==> config.mk <==
export PLATFORM = sky130hd
export DESIGN_NAME = bcd_display_driver
export DESIGN_NICKNAME = d
export VERILOG_FILES = /design/src/rtl/train_disp_pkg.sv /design/src/rtl/bin2bcd_iter.sv /design/src/rtl/bcd_display_driver.sv
export SDC_FILE = /design/constraint.sdc
export NUM_CORES = 1
export LEC_CHECK = 0
export ABC_CLOCK_PERIOD_IN_PS = 5500
export CAP_MARGIN = 20
export CORE_MARGIN = 5
export CORE_UTILIZATION = 30
export CTS_BUF_LIST = sky130_fd_sc_hd__clkbuf_4 sky130_fd_sc_hd__clkbuf_8
export DETAILED_ROUTE_END_ITERATION = 6
export PLACE_DENSITY = 0.45
export SLEW_MARGIN = 10
export SYNTH_ARGS = -nofsm -noshare
export SYNTH_HDL_FRONTEND = slang
export SYNTH_SLANG_ARGS = --single-unit
==> constraint.sdc <==
create_clock -name clk -period 5.5 [get_ports clk]
set_input_delay 1.1 -clock clk [delete_from_list [all_inputs] [get_ports clk]]
set_output_delay 1.1 -clock clk [all_outputs]
set_load 0.02 [all_outputs]
==> src/rtl/train_disp_pkg.sv <==
// Shared types and constants for the 4-digit BCD display path.
// Used by bcd_display_driver and bin2bcd_iter.
package train_disp_pkg;

    localparam int unsigned DIGITS_DEF      = 4;
    localparam int unsigned REFRESH_DIV_DEF = 50000;
    localparam int unsigned AN_MAX_W        = 16;

    typedef enum logic [1:0] {
        IDLE,
        CONV,
        COMMIT
    } disp_state_t;

    typedef logic [3:0] bcd_digit_t;

    // Active-low one-hot anode pattern; callers truncate it to their digit count.
    function automatic logic [AN_MAX_W-1:0] an_onehot_n(input int unsigned idx);
        return ~(AN_MAX_W'(1) << idx);
    endfunction

endpackage

==> src/rtl/bin2bcd_iter.sv <==
// Iterative double-dabble binary-to-BCD converter, one bit per clock.
// IDLE -> CONV (BIN_W cycles) -> COMMIT (done pulse) -> IDLE.
module bin2bcd_iter
    import train_disp_pkg::*;
#(
    parameter int unsigned BIN_W  = 14,
    parameter int unsigned DIGITS = DIGITS_DEF
) (
    input  logic                  clk,
    input  logic                  rst_n,
    input  logic                  start,
    input  logic [BIN_W-1:0]      bin,
    output logic                  busy,
    output logic                  done,
    output logic [DIGITS*4-1:0]   bcd_vec
);

    localparam int unsigned CNT_W = $clog2(BIN_W + 1);
    localparam int unsigned ACC_W = DIGITS * 4;

    disp_state_t      state_q, state_d;
    logic [BIN_W-1:0] sr_q, sr_d;
    logic [ACC_W-1:0] acc_q, acc_d, acc_adj;
    logic [CNT_W-1:0] cnt_q, cnt_d;

    // Add-3 correction on every nibble >= 5 before the shift.
    always_comb begin
        acc_adj = acc_q;
        for (int i = 0; i < int'(DIGITS); i++) begin
            if (acc_q[i*4 +: 4] >= 4'd5) begin
                acc_adj[i*4 +: 4] = acc_q[i*4 +: 4] + 4'd3;
            end
        end
    end

    always_comb begin
        state_d = state_q;
        sr_d    = sr_q;
        acc_d   = acc_q;
        cnt_d   = cnt_q;
        done    = 1'b0;
        case (state_q)
            IDLE: begin
                if (start) begin
                    sr_d    = bin;
                    acc_d   = '0;
                    cnt_d   = '0;
                    state_d = CONV;
                end
            end
            CONV: begin
                {acc_d, sr_d} = {acc_adj, sr_q} << 1;
                cnt_d         = cnt_q + 1'b1;
                if (cnt_q == CNT_W'(BIN_W - 1)) begin
                    state_d = COMMIT;
                end
            end
            COMMIT: begin
                done    = 1'b1;
                state_d = IDLE;
            end
            default: state_d = IDLE;
        endcase
    end

    always_ff @(posedge clk) begin
        if (!rst_n) begin
            state_q <= IDLE;
            sr_q    <= '0;
            acc_q   <= '0;
            cnt_q   <= '0;
        end else begin
            state_q <= state_d;
            sr_q    <= sr_d;
            acc_q   <= acc_d;
            cnt_q   <= cnt_d;
        end
    end

    assign busy    = (state_q != IDLE);
    assign bcd_vec = acc_q;

endmodule

==> src/rtl/bcd_display_driver.sv <==
// Binary-to-BCD display driver: converts a value and time-multiplexes the digits onto one bus.
// Optional LEADING_ZERO_BLANK_EN darkens leading-zero slots (LSD always lit).
module bcd_display_driver
    import train_disp_pkg::*;
#(
    parameter int unsigned BIN_W       = 14,
    parameter int unsigned DIGITS      = DIGITS_DEF,
    parameter int unsigned REFRESH_DIV = REFRESH_DIV_DEF
) (
    input  logic              clk,
    input  logic              rst_n,
    input  logic [BIN_W-1:0]  value_in,
    input  logic              load,
    output logic              ready,
    output logic              ovf,
    output logic [3:0]        bcd,
    output logic [DIGITS-1:0] an
);

    localparam int unsigned     IDX_W   = (DIGITS > 1) ? $clog2(DIGITS) : 1;
    localparam int unsigned     RCNT_W  = $clog2(REFRESH_DIV);
    localparam longint unsigned MAX_VAL = 64'd10 ** DIGITS;

    logic                conv_start;
    logic                conv_busy;
    logic                conv_done;
    logic [DIGITS*4-1:0] conv_bcd;
    logic                value_ovf;

    logic                ovf_pend_q;
    logic                ovf_q;
    bcd_digit_t          digit_q [DIGITS];

    logic [RCNT_W-1:0]   rcnt_q;
    logic [IDX_W-1:0]    idx_q;
    logic [DIGITS-1:0]   an_q, an_d;
    bcd_digit_t          bcd_q, bcd_d;
    logic                blank;

    assign ready      = ~conv_busy;
    assign conv_start = load & ready;
    assign value_ovf  = (64'(value_in) >= MAX_VAL);

    bin2bcd_iter #(
        .BIN_W  (BIN_W),
        .DIGITS (DIGITS)
    ) u_bin2bcd (
        .clk     (clk),
        .rst_n   (rst_n),
        .start   (conv_start),
        .bin     (value_in),
        .busy    (conv_busy),
        .done    (conv_done),
        .bcd_vec (conv_bcd)
    );

    // Overflow is judged on the accepted value but only published at commit time.
    always_ff @(posedge clk) begin
        if (!rst_n) begin
            ovf_pend_q <= 1'b0;
            ovf_q      <= 1'b0;
            for (int i = 0; i < int'(DIGITS); i++) begin
                digit_q[i] <= '0;
            end
        end else begin
            if (conv_start) begin
                ovf_pend_q <= value_ovf;
            end
            if (conv_done) begin
                ovf_q <= ovf_pend_q;
                for (int i = 0; i < int'(DIGITS); i++) begin
                    digit_q[i] <= ovf_pend_q ? 4'd9 : conv_bcd[i*4 +: 4];
                end
            end
        end
    end

`ifdef LEADING_ZERO_BLANK_EN
    logic [DIGITS-1:0] lead_zero;
    logic              zero_above;

    always_comb begin
        lead_zero  = '0;
        zero_above = 1'b1;
        for (int i = int'(DIGITS) - 1; i >= 0; i--) begin
            zero_above   = zero_above & (digit_q[i] == 4'd0);
            lead_zero[i] = zero_above;
        end
        lead_zero[0] = 1'b0;
    end

    assign blank = lead_zero[idx_q];
`else
    assign blank = 1'b0;
`endif

    always_comb begin
        an_d  = blank ? '1 : DIGITS'(an_onehot_n(32'(idx_q)));
        bcd_d = digit_q[idx_q];
    end

    // Scan free-runs in every converter state; outputs follow idx_q one edge later.
    always_ff @(posedge clk) begin
        if (!rst_n) begin
            rcnt_q <= '0;
            idx_q  <= IDX_W'(DIGITS - 1);
            an_q   <= '1;
            bcd_q  <= '0;
        end else begin
            if (rcnt_q == RCNT_W'(REFRESH_DIV - 1)) begin
                rcnt_q <= '0;
                idx_q  <= (idx_q == '0) ? IDX_W'(DIGITS - 1) : idx_q - 1'b1;
            end else begin
                rcnt_q <= rcnt_q + 1'b1;
            end
            an_q  <= an_d;
            bcd_q <= bcd_d;
        end
    end

    assign an  = an_q;
    assign bcd = bcd_q;
    assign ovf = ovf_q;

endmodule

# Yosys cells after proc, flatten, opt, wreduce, memory -nomap -nowiden
# Memory sizes are Yosys's and may differ from the RTL's. A register that Yosys moved wholly into a read port is not among the register bits.
# Cells that the tools add are included.
[classes]
n_addsub = 7
n_lt_le_gt_ge = 5
n_eq_ne = 6
n_shift = 1
muxes = 27
n_bitwise = 8
n_reduce_logical = 8
[op_table]
columns = ["operator", "n"]
rows = [
  ["two-way mux 4 bit", 12],
  ["case mux 16 bit (2 select lines)", 1],
  ["case mux 14 bit (2 select lines)", 1],
  ["adder 16 x 1 -> 16 bit (second input constant)", 1],
  ["== test 16 bit (second input constant)", 1],
  ["greater-or-equal comparator 4 x 3 -> 1 bit (second input constant)", 4],
  ["two-way mux 16 bit", 1],
  ["greater-or-equal comparator 14 bit (second input constant)", 1],
  ["two-way mux 14 bit", 1],
  ["adder 4 x 2 -> 4 bit (second input constant)", 3],
  ["case mux 4 bit (2 select lines)", 1],
  ["two-way mux 2 bit", 3],
  ["two-way mux 1 bit", 5],
  ["adder 4 x 1 -> 4 bit (second input constant)", 1],
  ["== test 4 bit (second input constant)", 1],
  ["zero test 2 bit", 2],
  ["inverter 4 bit", 1],
  ["bitwise OR 1 bit", 4],
  ["case mux 2 bit (2 select lines)", 1],
  ["AND reduction 2 bit", 2],
  ["nonzero test 2 bit", 2],
  ["left shift 1 x 2 -> 4 bit (first input constant)", 1],
  ["adder 3 x 2 -> 3 bit (second input constant)", 1],
  ["two-way mux 3 bit", 1],
  ["other kinds (9)", 10],
]
[totals]
ff_bits = 60
mem_bits_rw = 16
input_bits = 17
output_inout_bits = 10
wordCells = 72
mem_count = 1
[mem_list]
columns = ["memory", "words", "width", "rd", "rd_clocked_by_memory_dff", "write_ports", "line", "text"]
rows = [
  ["digit_q", 4, 4, 1, 1, 4, "bcd_display_driver.sv:32", "bcd_digit_t digit_q [DIGITS];"],
]

# Longest topological paths before layout
# Gate-level depths: netlist of run 1.
[logic_depth]
word_depth = 6
mapped_depth = 7
depth_no_buf = 6

# Modules after synthesis
# A second synthesis of run 1 with hierarchy kept.
[unflattened]
cells_unflattened = 393
area_unflattened_um2 = 3758.6
[by_module_without_submodules]
columns = ["mod", "instances", "cells_each", "area_per_inst_um2", "seq_area_each_um2"]
rows = [
  ["bcd_display_driver", 1, 169, 1933.1, 1041.0],
  ["bin2bcd_iter", 1, 224, 1825.5, 720.7],
]

# Least setup slack after synthesis of run 1
# Ideal clock, no wire load.
[synth_timing]
path_type = "input to register"
startpoint = "in rst_n"
endpoint = "mem digit_q[0][0] (netlist name), enable pin"
setup_ns = 0.364
arrival_time_ns = 1.919
required_ns = 5.136
slack_ns = 3.218
cell_stages = 3
path_buffers = 2
path_cell_list = "buf_2 -> clkbuf_1 -> nand2_1"
[synth_rtl]
columns = ["element", "line", "text"]
rows = [
  ["start, declared", "bcd_display_driver.sv:11", "input logic rst_n,"],
  ["end, declared", "bcd_display_driver.sv:32", ""],
]

==> results.yml, run 1 <==
worst_setup_path:
  crit_path_cell_trace: "clkdlybuf4s50_1, buf_4, inv_1, or2_2, nor2_1, and2_1"
  critical-path-top-delay-family: "buffers and inverters"
  cp-end-kind: "flip-flop"
  timing.rr.start: "rcnt_q[0]$_SDFF_PP0_"
  setup.worst_path.start: "rst_n"
  worstSetupEndpoint: "digit_q[0][2]$_SDFFCE_PP0P_"
  setup.worst_path.class: "primary input to flip-flop"
  required_ns: 5.72
  cp_num_cells: 6
  cp.buffers_inverters: 3
  critical_path_top_delay_cell: "or2_2"
  worst_r2r_path_depth: 5
  cp_slowest_stage_delay_ns: 0.52
  worst-r2r-setup-slack_ns: 3.48
  critPathMaxFanout: 23
  worstPathArrival_ns: 3.08
  timing.critical_path.from_type: "primary input"
  critical_path.reg2reg.endpoint: "rcnt_q[2]$_SDFF_PP0_"
timing:
  period_needed_ns: 2.86
  max_freq_ghz: 0.350
  relSlewSlack: 0.508
  report.final.slew_viol_count: 0
  grt_setup_unrepaired: "false"
  finalWorstSetupSlack_ns: 2.64
  report.final.setup_viol: 0
  fin_crit_sh: 0.520
  timing.setup.tns_ns: 0
  fin_worst_skew_ns: 0.00729
  worst_pin_slew_ns: 0.736
  finalHoldViolations: 0
logic_synthesis:
  yosys.area.top_type_share: 0.361
  synth-main-ff-cell: "dfxtp_1"
  postSynthCellCount: 356
  seq_area_frac_synth: 0.496
  ys_top_cells_by_area: "dfxtp_1 (36%), edfxtp_1 (14%), ha_1 (5.3%)"
  avgSynthCellArea_sq_um: 9.97
  syn_nets: 388
  ys_ff_latch: 80
  netlist.top_cell.by_area: "dfxtp_1"
  post_synth_design_cell_area_sq_um: 3550
  synth_enable_flop_cells: 16
  ys_types: 45
  postSynth.asyncResetShare: 0
  synth-warning-count: 0
grt:
  grt_max_degree: 26
  first_global_vias: 2479
  grt_first_pass_wirelength_um: 12200
  gr-total-overflow: 0
  grt_antenna_before_repair: 0
  globalRouteTotalUtil: 0.108
clock_network:
  cts.sink_count: 80
  post_cts_resize_count: 0
  cts-hold-fix-buffers: 0
  worst_setup_hold_path_clk_slew_ns: 0.07
  cts_tree: "yes"
  total_clock_buffers_created_by_cts: 9
  clkLatencyLatePin_ns: 0.36
  ctsHtreeMaxLevel: 3
  cts_root_buffer: "clkbuf_8"
  cts.repair_timing.setup_buffer_count: 0
  ctsLongestPathBuffers: 2
power_and_ir_drop:
  ir_drop_uv: 107
  power_density_over_the_cells_nw_per_um2: 271
  power.static_leakage_nw: 1.40
floorplanning:
  placementRows: 39
  die_x_um: 119
  io-pin-count: 27
  placeableCoreArea_sq_um: 11500
  fp.dieArea_sq_um: 14100
  die_height_um: 119
  initial_core_util: 0.308
final_layout:
  area_delta_synth_final_pct: 16.1
  fin_cells: 528
  finish.net_count: 412
  drive_gt1_frac: 0.114
  fin_area_sq_um: 4120
  final_design_utilization: 0.358
  antenna_fix_cells: 0
route:
  firstDrtPassIters: 4
  via_per_inst: 4.79
  routed_wl_um: 7200
  detail_route.wl_per_cell_um: 13.6
  number_of_vias_after_detailed_routing: 2530
  detail_route.drc_violations: 0
  detail-route-antenna-nets: 0
  drt_iter0_markers: 123
run_status:
  run_status: "finished, final reports clean"
place:
  port-buffer-count: 26
  dp_hpwl_um: 4990
  preCtsSetupSlack_ns: 2.24
  finalWeightedCongestion: 0.721
  placed_cells_incl_taps: 511
  placed_area_sq_um: 3920
hold_path:
  hold_class: "flip-flop to flip-flop"
job:
  max_cap_violations: 0
-- placed cells by master (no fill, tap or decap), types with 5 or more instances in the layout --
master	Yosys	routed
nor2_1	30	30
dfxtp_1	64	64
edfxtp_1	16	16
a21oi_1	30	30
nand2b_1	7	7
clkbuf_8	0	11
clkdlybuf4s50_1	0	26
o21ai_0	8	8
a22oi_1	11	11
nor2_2	10	10
nand3_1	16	16
xnor2_1	17	17
xor2_1	5	5
ha_1	15	15
o2bb2ai_1	8	8
nor3_1	14	14
and2_1	8	8
inv_1	16	16
nand2_1	26	26
-- synthesized netlist by cell type, drive strengths merged (2+ instances only) --
master	n
and3	2
o221ai	2
buf	4
o21ai	8
or3	3
a22oi	11
xnor2	17
and2	8
inv	16
ha	15
nand3	16
o2bb2ai	8
xor2	5
a21oi	30
dfxtp	64
mux4	4
nand2b	7
clkbuf	13
nand4	4
nor4	4
nand2	27
edfxtp	16
nor3	14
mux2	4
nor2	40
-- area by class of cell --
cell class,count,area (sq um)
clock buffers,14,174
clock inverters,2,15.0
fillers,1178,7390
repair buffers,30,294
multi-input cells,243,1640
flip-flops and latches,80,1760
inverters,16,60.1
well taps,143,179
-- sequential cells by signal (all words and copies together) (netlist names) --
signal             flops
u_bin2bcd.sr_q        14
ovf_pend_q             1
bcd                    4
idx_q                  2
digit_q               16
u_bin2bcd.cnt_q        4
ovf                    1
u_bin2bcd.state_q      2
rcnt_q                16
u_bin2bcd.bcd_vec     16
an                     4
-- cell families (layout without fill, tap and decap cells) --
group	after synthesis	in the layout	share of synthesized area
compound gates	64	64	0.114
xor+xnor	22	22	0.0543
fa+ha+maj	15	15	0.0529
buf+inv	33	62	0.0420
flops	80	80	0.496
mux	9	9	0.0409
simple gates	133	133	0.200
-- worst min-delay path by stage --
| stage | startpoint | endpoint | slack [ns] | depth (start not counted) |
|---|---|---|---|---|
| after floorplan | u_bin2bcd.bcd_vec[13]$_SDFFE_PN0P_ | u_bin2bcd.bcd_vec[13]$_SDFFE_PN0P_ | 0.43 | 1 |
| after global placement | u_bin2bcd.sr_q[8]$_SDFFE_PN0P_ | u_bin2bcd.sr_q[8]$_SDFFE_PN0P_ | 0.45 | 2 |
| after detailed placement | u_bin2bcd.bcd_vec[13]$_SDFFE_PN0P_ | u_bin2bcd.bcd_vec[13]$_SDFFE_PN0P_ | 0.45 | 1 |
| after CTS | u_bin2bcd.sr_q[12]$_SDFFE_PN0P_ | u_bin2bcd.sr_q[12]$_SDFFE_PN0P_ | 0.46 | 2 |
| after global routing | u_bin2bcd.sr_q[3]$_SDFFE_PN0P_ | u_bin2bcd.sr_q[3]$_SDFFE_PN0P_ | 0.49 | 2 |
| final | u_bin2bcd.sr_q[6]$_SDFFE_PN0P_ | u_bin2bcd.sr_q[6]$_SDFFE_PN0P_ | 0.46 | 2 |
-- metal layers --
| metal | global-route usage | wire length [um] |
|---|---|---|
| met3 | 0.0363 | 241 |
| met2 | 0.165 | 3330 |
| met1 | 0.141 | 3490 |
| met4 | 0.0442 | 134 |
| met5 | 0 | 0 |
-- per-stage QoR --
stage / power [mW] / hold WS [ns]
after floorplan: 0.686 / 0.432
after global placement: 0.717 / 0.446
after detailed placement: 0.718 / 0.451
after CTS: 1.14 / 0.464
after global routing: 1.17 / 0.486
final: 1.12 / 0.459
-- power by group --
part	leakage [nW]	internal [mW]	switching, mW
Clock	0.0932	0.204	0.209
Combinational	0.624	0.0342	0.0456
Sequential	0.686	0.614	0.0108
-- worst reg2reg max path, stage by stage (launching register included) --
cell and delay (ns):
dfxtp_1 0.40, ha_1 0.21, nand3_1 0.25, or4_1 0.75
nand2_8 0.24, nor2_1 0.07
No activity file was read; power rests on OpenSTA's default activity.
==> inputs of run 2 (changes only) <==
Settings changed: ABC_CLOCK_PERIOD_IN_PS 5500 to 2470, PLACE_DENSITY 0.45 to 0.46.
Clock period 5.5 ns to 2.47 ns, I/O delays scaled along.
==> results.yml, run 2 (synthesized netlist as in run 1, its figures left out) <==
worst_setup_path:
  critPathMaxFanout: 15
  critical_path.reg2reg.endpoint: "rcnt_q[5]$_SDFF_PP0_"
  setup.worst_path.class: "flip-flop to flip-flop"
  timing.critical_path.from_type: "flip-flop"
  timing.rr.start: "rcnt_q[0]$_SDFF_PP0_"
  cp-end-kind: "flip-flop"
  required_ns: 2.72
  worstPathArrival_ns: 2.26
  worst_r2r_path_depth: 5
  worst-r2r-setup-slack_ns: 0.46
route:
  detail_route.wl_per_cell_um: 14.0
  firstDrtPassIters: 4
  detail_route.drc_violations: 0
  drt_iter0_markers: 97
  detail-route-antenna-nets: 0
  via_per_inst: 4.78
  routed_wl_um: 7420
  number_of_vias_after_detailed_routing: 2532
timing:
  finalHoldViolations: 0
  grt_setup_unrepaired: "false"
  fin_crit_sh: 0.814
  worst_pin_slew_ns: 0.658
  finalHoldWorstSlack_ns: 0.456
  timing.setup.tns_ns: 0
  fin_worst_skew_ns: 0.00880
  relSlewSlack: 0.560
  period_needed_ns: 2.01
  report.final.slew_viol_count: 0
  report.final.setup_viol: 0
  max_freq_ghz: 0.497
grt:
  globalRouteTotalUtil: 0.114
  first_global_vias: 2488
  gr-total-overflow: 0
  grt_first_pass_wirelength_um: 12600
  grt_max_degree: 25
  grt_antenna_before_repair: 0
clock_network:
  cts_tree: "yes"
  cts.sink_count: 80
  cts-hold-fix-buffers: 0
  post_cts_resize_count: 0
  ctsLongestPathBuffers: 2
  worst_setup_hold_path_clk_slew_ns: 0.08
  ctsHtreeMaxLevel: 3
  cts_root_buffer: "clkbuf_8"
  cts.repair_timing.setup_buffer_count: 0
  clkLatencyLatePin_ns: 0.36
  total_clock_buffers_created_by_cts: 9
floorplanning:
  die_x_um: 119
  io-pin-count: 27
  die_height_um: 119
  placementRows: 39
  placeableCoreArea_sq_um: 11500
  initial_core_util: 0.308
  fp.dieArea_sq_um: 14100
place:
  placed_cells_incl_taps: 514
  dp_hpwl_um: 5250
  port-buffer-count: 26
  finalWeightedCongestion: 0.773
final_layout:
  finish.net_count: 414
  fill_cells: 1146
  layout.cells.most_common: "dfxtp_1"
  mostFrequentLayoutCells: "dfxtp_1 (64), nor2_1 (30), a21oi_1 (30)"
  register_area_sq_um: 1760
  area_delta_synth_final_pct: 17.1
  final_design_utilization: 0.361
  footprint_of_the_multi_input_gates_sq_um: 1640
  antenna_fix_cells: 0
  fin_cells: 530
  drive_gt1_frac: 0.119
job:
  max_cap_violations: 0
run_status:
  run_status: "finished, final reports clean"
hold_path:
  hold_class: "flip-flop to flip-flop"
  min_from: "u_bin2bcd.sr_q[11]$_SDFFE_PN0P_"
  whs_endpoint: "u_bin2bcd.sr_q[11]$_SDFFE_PN0P_"
  hold_path_depth: 2
power_and_ir_drop:
  power.static_leakage_nw: 1.42
  power_density_over_the_cells_nw_per_um2: 621
  ir_drop_uv: 347
run 2: cell count changes in the layout (fill, tap and decap cells not counted), sizes merged:
cell | previous run | this run
clkbuf | 14 | 11
buf | 4 | 6
clkinv | 0 | 2
bufinv | 0 | 1
run 2: critical path, cell delays in order (launching register included):
cell and delay, ns:
dfxtp_1 0.40, ha_1 0.21, nand3_1 0.26, or4_1 0.74
nand2_8 0.23, nor2_1 0.06
run 2: worst max path at each step:
stage                         startpoint  slack (ns)                                  to
floorplan           rcnt_q[7]$_SDFF_PP0_        0.65                rcnt_q[7]$_SDFF_PP0_
global placement                    load        0.04  u_bin2bcd.bcd_vec[15]$_SDFFE_PN0P_
detailed placement                  load        0.24   u_bin2bcd.bcd_vec[0]$_SDFFE_PN0P_
CTS                 rcnt_q[0]$_SDFF_PP0_        0.45                rcnt_q[2]$_SDFF_PP0_
global route        rcnt_q[0]$_SDFF_PP0_        0.31                rcnt_q[2]$_SDFF_PP0_
finish              rcnt_q[0]$_SDFF_PP0_        0.46                rcnt_q[5]$_SDFF_PP0_
run 2: power breakdown:
group	internal (mW)	leakage, nW	switching, mW
clock	0.518	0.101	0.487
sequential	1.37	0.686	0.0236
combinational	0.0782	0.633	0.104
run 2: final cells by class:
| cell class | instances | share of cell area |
|---|---|---|
| multi-input combinational | 243 | 0.394 |
| timing repair buffer | 32 | 0.0744 |
| inverter | 16 | 0.0145 |
| tap | 143 | 0.0431 |
| clock inverter | 5 | 0.0133 |
| clock buffer | 11 | 0.0364 |
| sequential | 80 | 0.424 |
run 2: per-stage QoR:
stage | power [mW] | cell area [sq um] | setup WS (ns)
after floorplan | 1.53 | 3550 | 0.649
after global placement | 1.60 | 3940 | 0.0368
after detailed placement | 1.61 | 3950 | 0.240
after CTS | 2.62 | 4150 | 0.449
after global routing | 2.70 | 4150 | 0.308
final | 2.58 | 4150 | 0.459
run 2: per-layer routing:
| metal | vias to the layer above | track usage | wire length, um |
|---|---|---|---|
| met2 | 28 | 0.171 | 3310 |
| li1 | 1298 | - | - |
| met3 | 13 | 0.0301 | 183 |
| met1 | 1193 | 0.149 | 3740 |
| met5 | - | 0 | 0 |
| met4 | 0 | 0.0615 | 174 |
==> inputs of run 3 (changes only) <==
Settings changed: ABC_CLOCK_PERIOD_IN_PS 2470 to 2100, PLACE_DENSITY 0.46 to 0.45.
Clock period 2.47 ns to 2.1 ns, I/O delays scaled along.
==> results.yml, run 3 (synthesized netlist as in run 1, its figures left out) <==
power_and_ir_drop:
  ir_drop_uv: 294
  power_density_over_the_cells_nw_per_um2: 710
  power.static_leakage_nw: 1.45
timing:
  period_needed_ns: 1.99
  max_freq_ghz: 0.502
  grt_setup_unrepaired: "false"
  report.final.slew_viol_count: 0
  worst_pin_slew_ns: 0.630
  report.final.setup_viol: 0
  finalHoldViolations: 0
  fin_crit_sh: 0.948
  timing.setup.tns_ns: 0
  relSlewSlack: 0.579
  fin_worst_skew_ns: 0.00859
  finalWorstSetupSlack_ns: 0.109
grt:
  globalRouteTotalUtil: 0.113
  grt_max_degree: 25
  grt_first_pass_wirelength_um: 12700
  gr-total-overflow: 0
  grt_antenna_before_repair: 0
  first_global_vias: 2474
clock_network:
  ctsHtreeMaxLevel: 3
  cts.sink_count: 80
  cts_tree: "yes"
  cts_root_buffer: "clkbuf_8"
  post_cts_resize_count: 0
  worst_setup_hold_path_clk_slew_ns: 0.08
  total_clock_buffers_created_by_cts: 9
  cts.repair_timing.setup_buffer_count: 0
  clkLatencyLatePin_ns: 0.36
  ctsLongestPathBuffers: 2
  cts-hold-fix-buffers: 0
final_layout:
  register_area_sq_um: 1760
  mostFrequentLayoutCells: "dfxtp_1 (64), nor2_1 (30), a21oi_1 (30)"
  antenna_fix_cells: 0
  fill_cells: 1199
  drive_gt1_frac: 0.127
  footprint_of_the_multi_input_gates_sq_um: 1640
  layout.cells.most_common: "dfxtp_1"
  area_delta_synth_final_pct: 17.8
  fin_cells: 536
  final_design_utilization: 0.363
  finish.net_count: 420
place:
  dp_hpwl_um: 5210
  port-buffer-count: 26
  finalWeightedCongestion: 0.758
  placed_cells_incl_taps: 520
  preCtsSetupSlack_ns: 0.0549
floorplanning:
  io-pin-count: 27
  initial_core_util: 0.308
  die_x_um: 119
  die_height_um: 119
  placementRows: 39
  placeableCoreArea_sq_um: 11500
  fp.dieArea_sq_um: 14100
worst_setup_path:
  worstPathArrival_ns: 2.24
  critPathMaxFanout: 15
  setup.worst_path.class: "flip-flop to flip-flop"
  timing.rr.start: "rcnt_q[11]$_SDFF_PP0_"
  setup.worst_path.start: "rcnt_q[11]$_SDFF_PP0_"
  timing.critical_path.from_type: "flip-flop"
  required_ns: 2.35
  cp-end-kind: "flip-flop"
hold_path:
  min_from: "u_bin2bcd.sr_q[11]$_SDFFE_PN0P_"
  hold_class: "flip-flop to flip-flop"
route:
  via_per_inst: 4.84
  number_of_vias_after_detailed_routing: 2593
  detail_route.wl_per_cell_um: 13.8
  detail_route.drc_violations: 0
  detail-route-antenna-nets: 0
  firstDrtPassIters: 4
  routed_wl_um: 7380
  drt_iter0_markers: 132
run_status:
  run_status: "finished, final reports clean"
job:
  max_cap_violations: 0
==> run 3: cell types whose count changed in the layout (fill, tap and decap cells not counted), sizes merged <==
cell / change
buf: +6
clkinvlp: -2
clkinv: +3
clkbuf: -1
==> run 3: critical path, stage by stage (launching register included) <==
cell     delay, ns
dfxtp_1       0.34
or4b_1        0.50
or4_1         0.71
nand2_8       0.24
nor2_1        0.07
==> run 3: power breakdown <==
| part | total, mW | leakage, nW | switching, mW | internal, mW |
|---|---|---|---|---|
| Clock | 1.12 | 0.0987 | 0.559 | 0.557 |
| Combinational | 0.219 | 0.661 | 0.123 | 0.0958 |
| Sequential | 1.63 | 0.686 | 0.0270 | 1.61 |
==> run 3: final cells by class <==
class,count,share of cell area
Tap cell,143,0.0428
Clock buffer,10,0.0314
Sequential cell,80,0.421
Timing Repair Buffer,38,0.0838
Clock inverter,6,0.0144
Inverter,16,0.0144
Multi-Input combinational cell,243,0.392
==> run 3: metal layers <==
metal	track usage	up-vias	part of all wire
li1	-	1310	-
met1	0.148	1217	0.47
met2	0.172	52	0.47
met3	0.0320	14	0.042
met4	0.0521	0	0.022
met5	0	-	0
==> run 3: metrics by stage <==
step / cell area, sq um / hold WS [ns] / total power [mW]
floorplan: 3550 / 0.432 / 1.80
global placement: 3990 / 0.443 / 1.89
detailed placement: 3990 / 0.448 / 1.89
CTS: 4180 / 0.461 / 3.03
global route: 4180 / 0.477 / 3.12
finish: 4180 / 0.457 / 2.97
==> run 3: path summary, 6_finish.rpt <==
check        slack [ns]                         endpoint  depth (start not counted)
min                0.46  u_bin2bcd.sr_q[11]$_SDFFE_PN0P_                          2
min reg2reg        0.46  u_bin2bcd.sr_q[11]$_SDFFE_PN0P_                          2
max reg2reg        0.11             rcnt_q[4]$_SDFF_PP0_                          4
max                0.11             rcnt_q[4]$_SDFF_PP0_                          4
